$ cat src/rtl/mem_port_arbiter_pkg.sv
// Shared encodings for the unified memory-port arbiter.
// Arbiter FSM states and requester identities.
// No timing or flow-control content; type and constant definitions only.
package mem_port_arbiter_pkg;

    typedef enum logic [1:0] {
        ARB_IDLE   = 2'd0,
        ARB_ACCESS = 2'd1,
        ARB_WAIT   = 2'd2,
        ARB_RESP   = 2'd3
    } arb_state_t;

    localparam logic REQ_CPU = 1'b0;
    localparam logic REQ_LDR = 1'b1;

endpackage

$ cat src/rtl/mem_port_arbiter_rr_pick2.sv
// Two-way round-robin pick between the CPU and loader requesters.
// Latency: purely combinational, zero cycles.
// Backpressure: none; the caller decides when the pick is consumed.
module rr_pick2
    import mem_port_arbiter_pkg::*;
(
    input  logic req0,
    input  logic req1,
    input  logic last,
    output logic gnt_id,
    output logic gnt_vld
);

    always_comb begin
        gnt_vld = req0 | req1;
        gnt_id  = REQ_CPU;
        if (req0 && req1) begin
            // on a tie the side that did not win last time goes first
            gnt_id = ~last;
        end else if (req1) begin
            gnt_id = REQ_LDR;
        end
    end

endmodule

$ cat src/rtl/mem_port_arbiter.sv
// Sequences the shared MIPS instruction/data memory port between CPU and loader.
// Latency: request sampled in IDLE at cycle k is acked at cycle k+2+MEM_LATENCY.
// Backpressure: requesters hold req and payload until their one-cycle ack.
module mem_port_arbiter
    import mem_port_arbiter_pkg::*;
#(
    parameter int N           = 32,
    parameter int ADDR_W      = 10,
    parameter int MEM_LATENCY = 1
) (
    input  logic              clk,
    input  logic              rst,
    input  logic              cpu_req,
    input  logic              cpu_we,
    input  logic [ADDR_W-1:0] cpu_addr,
    input  logic [N-1:0]      cpu_wdata,
    output logic              cpu_ack,
    input  logic              ldr_req,
    input  logic              ldr_we,
    input  logic [ADDR_W-1:0] ldr_addr,
    input  logic [N-1:0]      ldr_wdata,
    input  logic              ldr_lock,
    output logic              ldr_ack,
    output logic [N-1:0]      rdata,
    output logic              mem_en,
    output logic              mem_we,
    output logic [ADDR_W-1:0] mem_addr,
    output logic [N-1:0]      mem_wdata,
    input  logic [N-1:0]      mem_rdata,
    output logic              owner,
    output logic              busy
);

    localparam int CNT_W = (MEM_LATENCY < 1) ? 1 : $clog2(MEM_LATENCY + 1);

    arb_state_t       state;
    arb_state_t       state_nxt;
    logic [CNT_W-1:0] cnt;
    logic             we_q;
    logic             last_q;
    logic             gnt_id;
    logic             gnt_vld;
    logic             wait_last;

    // ldr_lock masks the CPU out of arbitration entirely
    rr_pick2 u_pick (
        .req0    (cpu_req & ~ldr_lock),
        .req1    (ldr_req),
        .last    (last_q),
        .gnt_id  (gnt_id),
        .gnt_vld (gnt_vld)
    );

    assign wait_last = (state == ARB_WAIT) && (cnt == CNT_W'(1));

    always_ff @(posedge clk) begin
        if (rst) begin
            state <= ARB_IDLE;
        end else begin
            state <= state_nxt;
        end
    end

    always_comb begin
        state_nxt = state;
        case (state)
            ARB_IDLE:   if (gnt_vld) state_nxt = ARB_ACCESS;
            ARB_ACCESS: state_nxt = ARB_WAIT;
            ARB_WAIT:   if (wait_last) state_nxt = ARB_RESP;
            ARB_RESP:   state_nxt = ARB_IDLE;
            default:    state_nxt = ARB_IDLE;
        endcase
    end

    always_ff @(posedge clk) begin
        if (rst) begin
            cnt       <= '0;
            we_q      <= 1'b0;
            last_q    <= REQ_LDR;
            owner     <= REQ_CPU;
            mem_addr  <= '0;
            mem_wdata <= '0;
            rdata     <= '0;
        end else begin
            case (state)
                ARB_IDLE: begin
                    if (gnt_vld) begin
                        owner     <= gnt_id;
                        last_q    <= gnt_id;
                        we_q      <= (gnt_id == REQ_LDR) ? ldr_we    : cpu_we;
                        mem_addr  <= (gnt_id == REQ_LDR) ? ldr_addr  : cpu_addr;
                        mem_wdata <= (gnt_id == REQ_LDR) ? ldr_wdata : cpu_wdata;
                    end
                end
                ARB_ACCESS: cnt <= CNT_W'(MEM_LATENCY);
                ARB_WAIT: begin
                    cnt <= cnt - 1'b1;
                    if (wait_last && !we_q) begin
                        rdata <= mem_rdata;
                    end
                end
                default: ;
            endcase
        end
    end

    // strobes and acks are gated by rst so a reset cycle never commits or completes
    assign mem_en  = (state == ARB_ACCESS) && !rst;
    assign mem_we  = (state == ARB_ACCESS) && we_q && !rst;
    assign cpu_ack = (state == ARB_RESP) && (owner == REQ_CPU) && !rst;
    assign ldr_ack = (state == ARB_RESP) && (owner == REQ_LDR) && !rst;
    assign busy    = (state != ARB_IDLE);

endmodule

$ cat config.mk
export PLATFORM = sky130hd
export DESIGN_NAME = mem_port_arbiter
export DESIGN_NICKNAME = d
export VERILOG_FILES = /design/src/rtl/mem_port_arbiter_pkg.sv /design/src/rtl/mem_port_arbiter_rr_pick2.sv /design/src/rtl/mem_port_arbiter.sv
export SDC_FILE = /design/constraint.sdc
export NUM_CORES = 1
export LEC_CHECK = 0
export CAP_MARGIN = 20
export CORE_ASPECT_RATIO = 1.25
export CORE_UTILIZATION = 37
export CTS_CLUSTER_DIAMETER = 30
export CTS_CLUSTER_SIZE = 16
export DETAILED_ROUTE_END_ITERATION = 6
export PLACE_DENSITY = 0.86
export SLEW_MARGIN = 20
export SYNTH_ARGS = -nofsm -noshare
export SYNTH_HDL_FRONTEND = slang
export SYNTH_HIERARCHICAL = 1
export SYNTH_SLANG_ARGS = --single-unit
$ cat constraint.sdc
create_clock -name clk -period 1.8 [get_ports clk]
set_clock_uncertainty 0.2 [all_clocks]
set_input_delay 0.36 -clock clk [delete_from_list [all_inputs] [get_ports clk]]
set_output_delay 0.36 -clock clk [all_outputs]
set_load 0.03 [all_outputs]
==> results.json, run 1 <==
{
  "synth_largest_area_cell": "dfxtp_1",
  "wire_per_inst_um": 14.82,
  "grt_overflow": 0,
  "synth-seq-cells": 80,
  "synth_fp_nets": 500,
  "area_growth_pct": 73.82,
  "finalHoldViolations": 0,
  "clockBufferDepth": 2,
  "hold_path_class": "in2reg",
  "gp_congestion": 0.7223,
  "synthCells": 372,
  "synthAdderAreaFrac": 0.01854,
  "fmax_ghz": 0.5278,
  "first_iter_violations": 76,
  "critical_path_required_ns": 1.24,
  "die_x_um": 87.42,
  "min_period_over_period": 1.053,
  "mostFrequentLayoutCell": "clkdlybuf4s50_1",
  "period_needed_ns": 1.895,
  "synth_compound_area_frac": 0.1921,
  "io_buffers": 202,
  "wirelength_um": 10490,
  "violations": "setup timing",
  "syn_area_per_cell_um2": 9.071,
  "maxSlewViolCount": 0,
  "critPathBufInv": 2,
  "synthSimpleGateAreaFrac": 0.1112,
  "peakVddDrop_v": 0.0008245,
  "synthDistinctLibCells": 25,
  "grt_pass1_wl_um": 15280,
  "clk_latency_ns": 0.35,
  "avgViaCountPerCell": 4.850,
  "p_per_area_nw_per_um2": 1166,
  "io_pins": 203,
  "cts_tree": "yes",
  "critical_path_arrival_ns": 1.33,
  "multi_input_area_um2": 1595,
  "path_cells": "buf_4, ha_2, nor3b_2, buf_4",
  "synth_sequential_area_ratio": 0.4746,
  "end_kind": "output port",
  "path_class": "reg2out",
  "synth_area_leaders": "dfxtp_1, mux2i_1, a21oi_1, nand2_1, o21ai_0",
  "drive_above_1_share": 0.1276,
  "final_cell_mix": "clkdlybuf4s50_1, dfxtp_1, dlygate4sd2_1",
  "clkTransAtPathRegs_ns": 0.08,
  "r2r_slack_ns": 0.06,
  "synth_mux_area_frac": 0.1305,
  "finalSetupViolations": 3,
  "run_status": "finished with violations",
  "start_util": 0.3857,
  "diodes": 0,
  "synth_top_family_by_area": "compound AO/OA/AOI/OAI gates",
  "syn_area_um2": 3374,
  "startpoint_type": "flip-flop",
  "remaining_drc_errors": 0,
  "power_mw": 6.840,
  "fin_cells": 708,
  "cpMostUsedCell": "buf_4",
  "numCtsBuffers": 9,
  "fin_hold_ws_ns": 0.1326,
  "leakage_nw": 2.590,
  "drv_cap": 0,
  "first_pass_iters": 4,
  "crit_family": "flip-flops",
  "fill_cells": 710,
  "critPathMaxStageDelay_ns": 0.35,
  "rsz0062_at_grt": "yes",
  "max_slew.worst_pin.slew_ns": 0.3668,
  "nNetsFinal": 712,
  "grt_pass1_vias": 3374,
  "timing.setup.tns_ns": -0.2308,
  "dp.cells": 689,
  "place.detailed.hpwl_um": 7639,
  "synth_xor_xnor_area_share": 0,
  "clkSinkCount": 80,
  "setup_slack_ns": -0.09476,
  "grt.total_usage": 0.2112,
  "seqCellArea_um2": 1607,
  "drtAntennaViolNets": 0,
  "die_height_um": 108.8,
  "ys_warn_count": 6,
  "crit_slowest_cell": "dfxtp_2",
  "antenna_found_initial": 0,
  "num_vias": 3434,
  "crit_fanout": 3,
  "core-area_um2": 8748,
  "maxSlewHeadroom": 0.7555,
  "cts-root-buf": "clkbuf_8",
  "synth_top_area_share": 0.4746,
  "rows": 38,
  "die_area_um2": 9508,
  "htreeDepth": 3,
  "grt_max_degree": 49
}
## layer usage
metal / vias to the layer above / track usage / part of all wire
met5: - / 0 / 0
met2: 155 / 0.4012 / 0.53
met3: 16 / 0.08024 / 0.099
li1: 1696 / - / -
met4: 0 / 0.08431 / 0.016
met1: 1567 / 0.2009 / 0.36
## per-stage QoR
stage          setup WS (ns)  area (µm²)    util
2_1_floorplan        0.02617        3382       -
3_3_place_gp         -0.4035        5592  0.6392
3_5_place_dp         -0.4685        5592  0.6392
4_1_cts             -0.09863        5793  0.6622
5_1_grt              -0.1550        5866  0.6705
6_report            -0.09476        5866  0.6705
## report_power, final
group	internal, mW	switching [mW]	total [mW]
Clock	0.926	0.634	1.56
Sequential	2.15	0.196	2.35
Combinational	1.26	1.68	2.93
Total	4.33	2.51	6.84
## final cells by class
type                            count  area share
Timing Repair Buffer              232      0.3846
Sequential cell                    80      0.2739
Multi-Input combinational cell    256      0.2720
Clock buffer                       13     0.03050
Tap cell                          120     0.02560
Clock inverter                      2     0.01024
Inverter                            5    0.003200
## synthesized netlist by cell type
library cell,number
buf_4,9
a21boi_1,1
nand2_1,70
and3_1,1
buf_2,8
nor3b_1,1
clkbuf_1,5
o21ai_0,36
or2_1,1
mux2i_1,44
nand3b_1,1
dfxtp_1,80
a21oi_1,70
nor2_1,9
and3b_1,1
nor2b_1,3
buf_6,9
inv_2,1
inv_1,4
o211a_1,1
a211oi_2,8
and2_1,2
ha_1,5
or3_1,1
nand3_1,1
## sequential cells by signal, indices dropped and copies added (netlist names)
name	count
we_q	1
rdata	32
last_q	1
cnt	1
mem_addr	10
state	2
mem_wdata	32
owner	1
## cells by family after synthesis
kind of cell    Yosys count
buf+inv                  36
simple gates             91
mux                      44
flops                    80
compound gates          116
fa+ha+maj                 5
## worst reg2reg max path, cell delays in order, from the launching register on
cell and delay (ns):
dfxtp_2 0.35, inv_2 0.06, buf_4 0.14, ha_4 0.16
buf_4 0.13, and2_4 0.17, buf_12 0.16, o21ai_0 0.19
a21oi_1 0.07
## worst paths after layout
path / start / end / cells past startpoint
setup / recovery: state[1] / cpu_ack / 4
hold / removal: rst / rdata[14] / 2
setup reg to reg: state[1] / mem_wdata[15] / 8
hold reg to reg: rdata[27] / rdata[27] / 2
## timing repair
action | CTS | global route
endpoints found under the setup margin | 95 | 44
resized for setup | 93 | 11
hold buffers | 0 | 0
cloned | 0 | 1
pin swaps | 0 | 1
buffers inserted | 1 | 2
Power figures use the tool's default switching activity.
==> run 2: changes to the inputs <==
--- a/config.mk
+++ b/config.mk
@@ -11,6 +11,7 @@
 export CTS_CLUSTER_DIAMETER = 30
 export CTS_CLUSTER_SIZE = 16
 export DETAILED_ROUTE_END_ITERATION = 6
+export GPL_TIMING_DRIVEN = 0
 export PLACE_DENSITY = 0.86
 export SLEW_MARGIN = 20
 export SYNTH_ARGS = -nofsm -noshare
==> results.json, run 2 (synthesized netlist as in run 1, its figures left out) <==
{
  "fin_hold_ws_ns": 0.1042,
  "p_per_area_nw_per_um2": 1131,
  "largestRegisters": "mem_wdata: 32 flops, rdata: 32 flops, mem_addr: 10 flops",
  "p_int_mw": 4.168,
  "first_iter_violations": 101,
  "switching_power_mw": 2.728,
  "mostFrequentLayoutCell": "clkdlybuf4s50_1",
  "netSwitchingFraction": 0.3955,
  "clkTransAtPathRegs_ns": 0.08,
  "wirelength_um": 11060,
  "clk_latency_ns": 0.34,
  "start_util": 0.3857,
  "wire_per_inst_um": 15.43,
  "r2r_slack_ns": 0.11,
  "run_status": "finished with violations",
  "p_seq_frac": 0.345,
  "gp_congestion": 0.7147,
  "crit_slowest_cell": "dfxtp_2",
  "crit_family": "flip-flops",
  "violations": "setup timing",
  "num_vias": 3532,
  "maxSlewViolCount": 0,
  "comb_power_share": 0.474,
  "critPathBufInv": 2,
  "pwr-share-clk": 0.181,
  "rows": 38,
  "peakVddDrop_v": 0.0005474,
  "grt_pass1_wl_um": 16260,
  "io_buffers": 201,
  "critical_path_required_ns": 1.24,
  "antenna_found_initial": 0,
  "dp.cells": 693,
  "htreeDepth": 3,
  "finalSetupViolations": 5,
  "path_cells": "inv_2, ha_4, nor2b_4, and2_4, buf_6",
  "critPathMaxStageDelay_ns": 0.36,
  "die_area_um2": 9508,
  "grtUsageMet2": 0.4191,
  "path_class": "reg2out",
  "clockBufferDepth": 2,
  "fmax_ghz": 0.5371,
  "place.detailed.hpwl_um": 8162,
  "maxSlewHeadroom": 0.5672,
  "hold_path_class": "in2reg",
  "core-area_um2": 8748,
  "fill_cells": 711,
  "drv_cap": 0,
  "setup_slack_ns": -0.06196,
  "period_needed_ns": 1.862,
  "grt_pass1_vias": 3612,
  "drtAntennaViolNets": 0,
  "drive_above_1_share": 0.2178,
  "rsz0062_at_grt": "yes",
  "grt_busiest_layer": "met2",
  "avgViaCountPerCell": 4.926,
  "cts-root-buf": "clkbuf_8",
  "multi_input_area_um2": 1839,
  "grt_max_degree": 14,
  "power_mw": 6.896,
  "crit_fanout": 3,
  "final_cell_mix": "clkdlybuf4s50_1, dfxtp_1, dlygate4sd2_1",
  "grt_use_met1": 0.2154,
  "numCtsBuffers": 9,
  "cts_tree": "yes",
  "area_growth_pct": 80.68,
  "die_height_um": 108.8,
  "clkSinkCount": 80,
  "die_x_um": 87.42,
  "gr-usage-met3": 0.07343,
  "io_pins": 203,
  "leakage_nw": 2.589,
  "remaining_drc_errors": 0,
  "finalHoldViolations": 0,
  "nNetsFinal": 720,
  "end_kind": "output port",
  "grt.total_usage": 0.2184,
  "startpoint_type": "flip-flop",
  "diodes": 0,
  "min_period_over_period": 1.034,
  "critical_path_arrival_ns": 1.30,
  "seqCellArea_um2": 1607,
  "dp_slack_ns": -0.4591,
  "grt_overflow": 0,
  "max_slew.worst_pin.slew_ns": 0.6492,
  "fin_cells": 717,
  "first_pass_iters": 4
}
-- run 2: per-stage QoR --
step,TNS [ns],cell area [µm²],utilization
5_1_grt,-0.4724,6097,0.6969
2_1_floorplan,0,3382,-
3_5_place_dp,-17.34,5544,0.6337
3_3_place_gp,-16.29,5544,0.6337
4_1_cts,-0.1598,5663,0.6473
6_report,-0.1442,6097,0.6969
-- run 2: repair_timing --
item / 4_1_cts / 5_1_grt
setup endpoints to repair: 85 / 51
buffers inserted: 1 / 7
hold buffers: 0 / 0
resized for setup: 122 / 122
pin swaps: 0 / 4
-- run 2: area by class of cell --
cell class / instances / share of cell area
Timing Repair Buffer: 209 / 0.3249
Multi-Input combinational cell: 256 / 0.3017
Sequential cell: 80 / 0.2635
Buffer: 31 / 0.05171
Tap cell: 120 / 0.02463
Clock buffer: 9 / 0.02032
Clock inverter: 7 / 0.01026
Inverter: 5 / 0.003078
-- run 2: power groups by stage --
stage          registers [mW]  logic (mW)  clock network (mW)
6_report                 2.38        3.27                1.25
5_1_grt                  2.43        3.47                1.37
4_1_cts                  2.33        2.79                1.29
3_5_place_dp             2.38        2.98                   0
3_3_place_gp             2.36        2.90                   0
2_1_floorplan            3.01        1.08                   0
-- run 2: worst paths after layout --
path / start / end / depth (start not counted)
min reg2reg: rdata[1] / rdata[1] / 2
max reg2reg: state[0] / mem_wdata[11] / 7
min: rst / mem_addr[4] / 2
max: state[1] / mem_we / 5
-- run 2: layer usage --
metal / wire length, µm / vias up
met3: 1004 / 15
met4: 167 / 0
met5: 0 / -
met2: 5695 / 160
met1: 4195 / 1642
li1: - / 1715
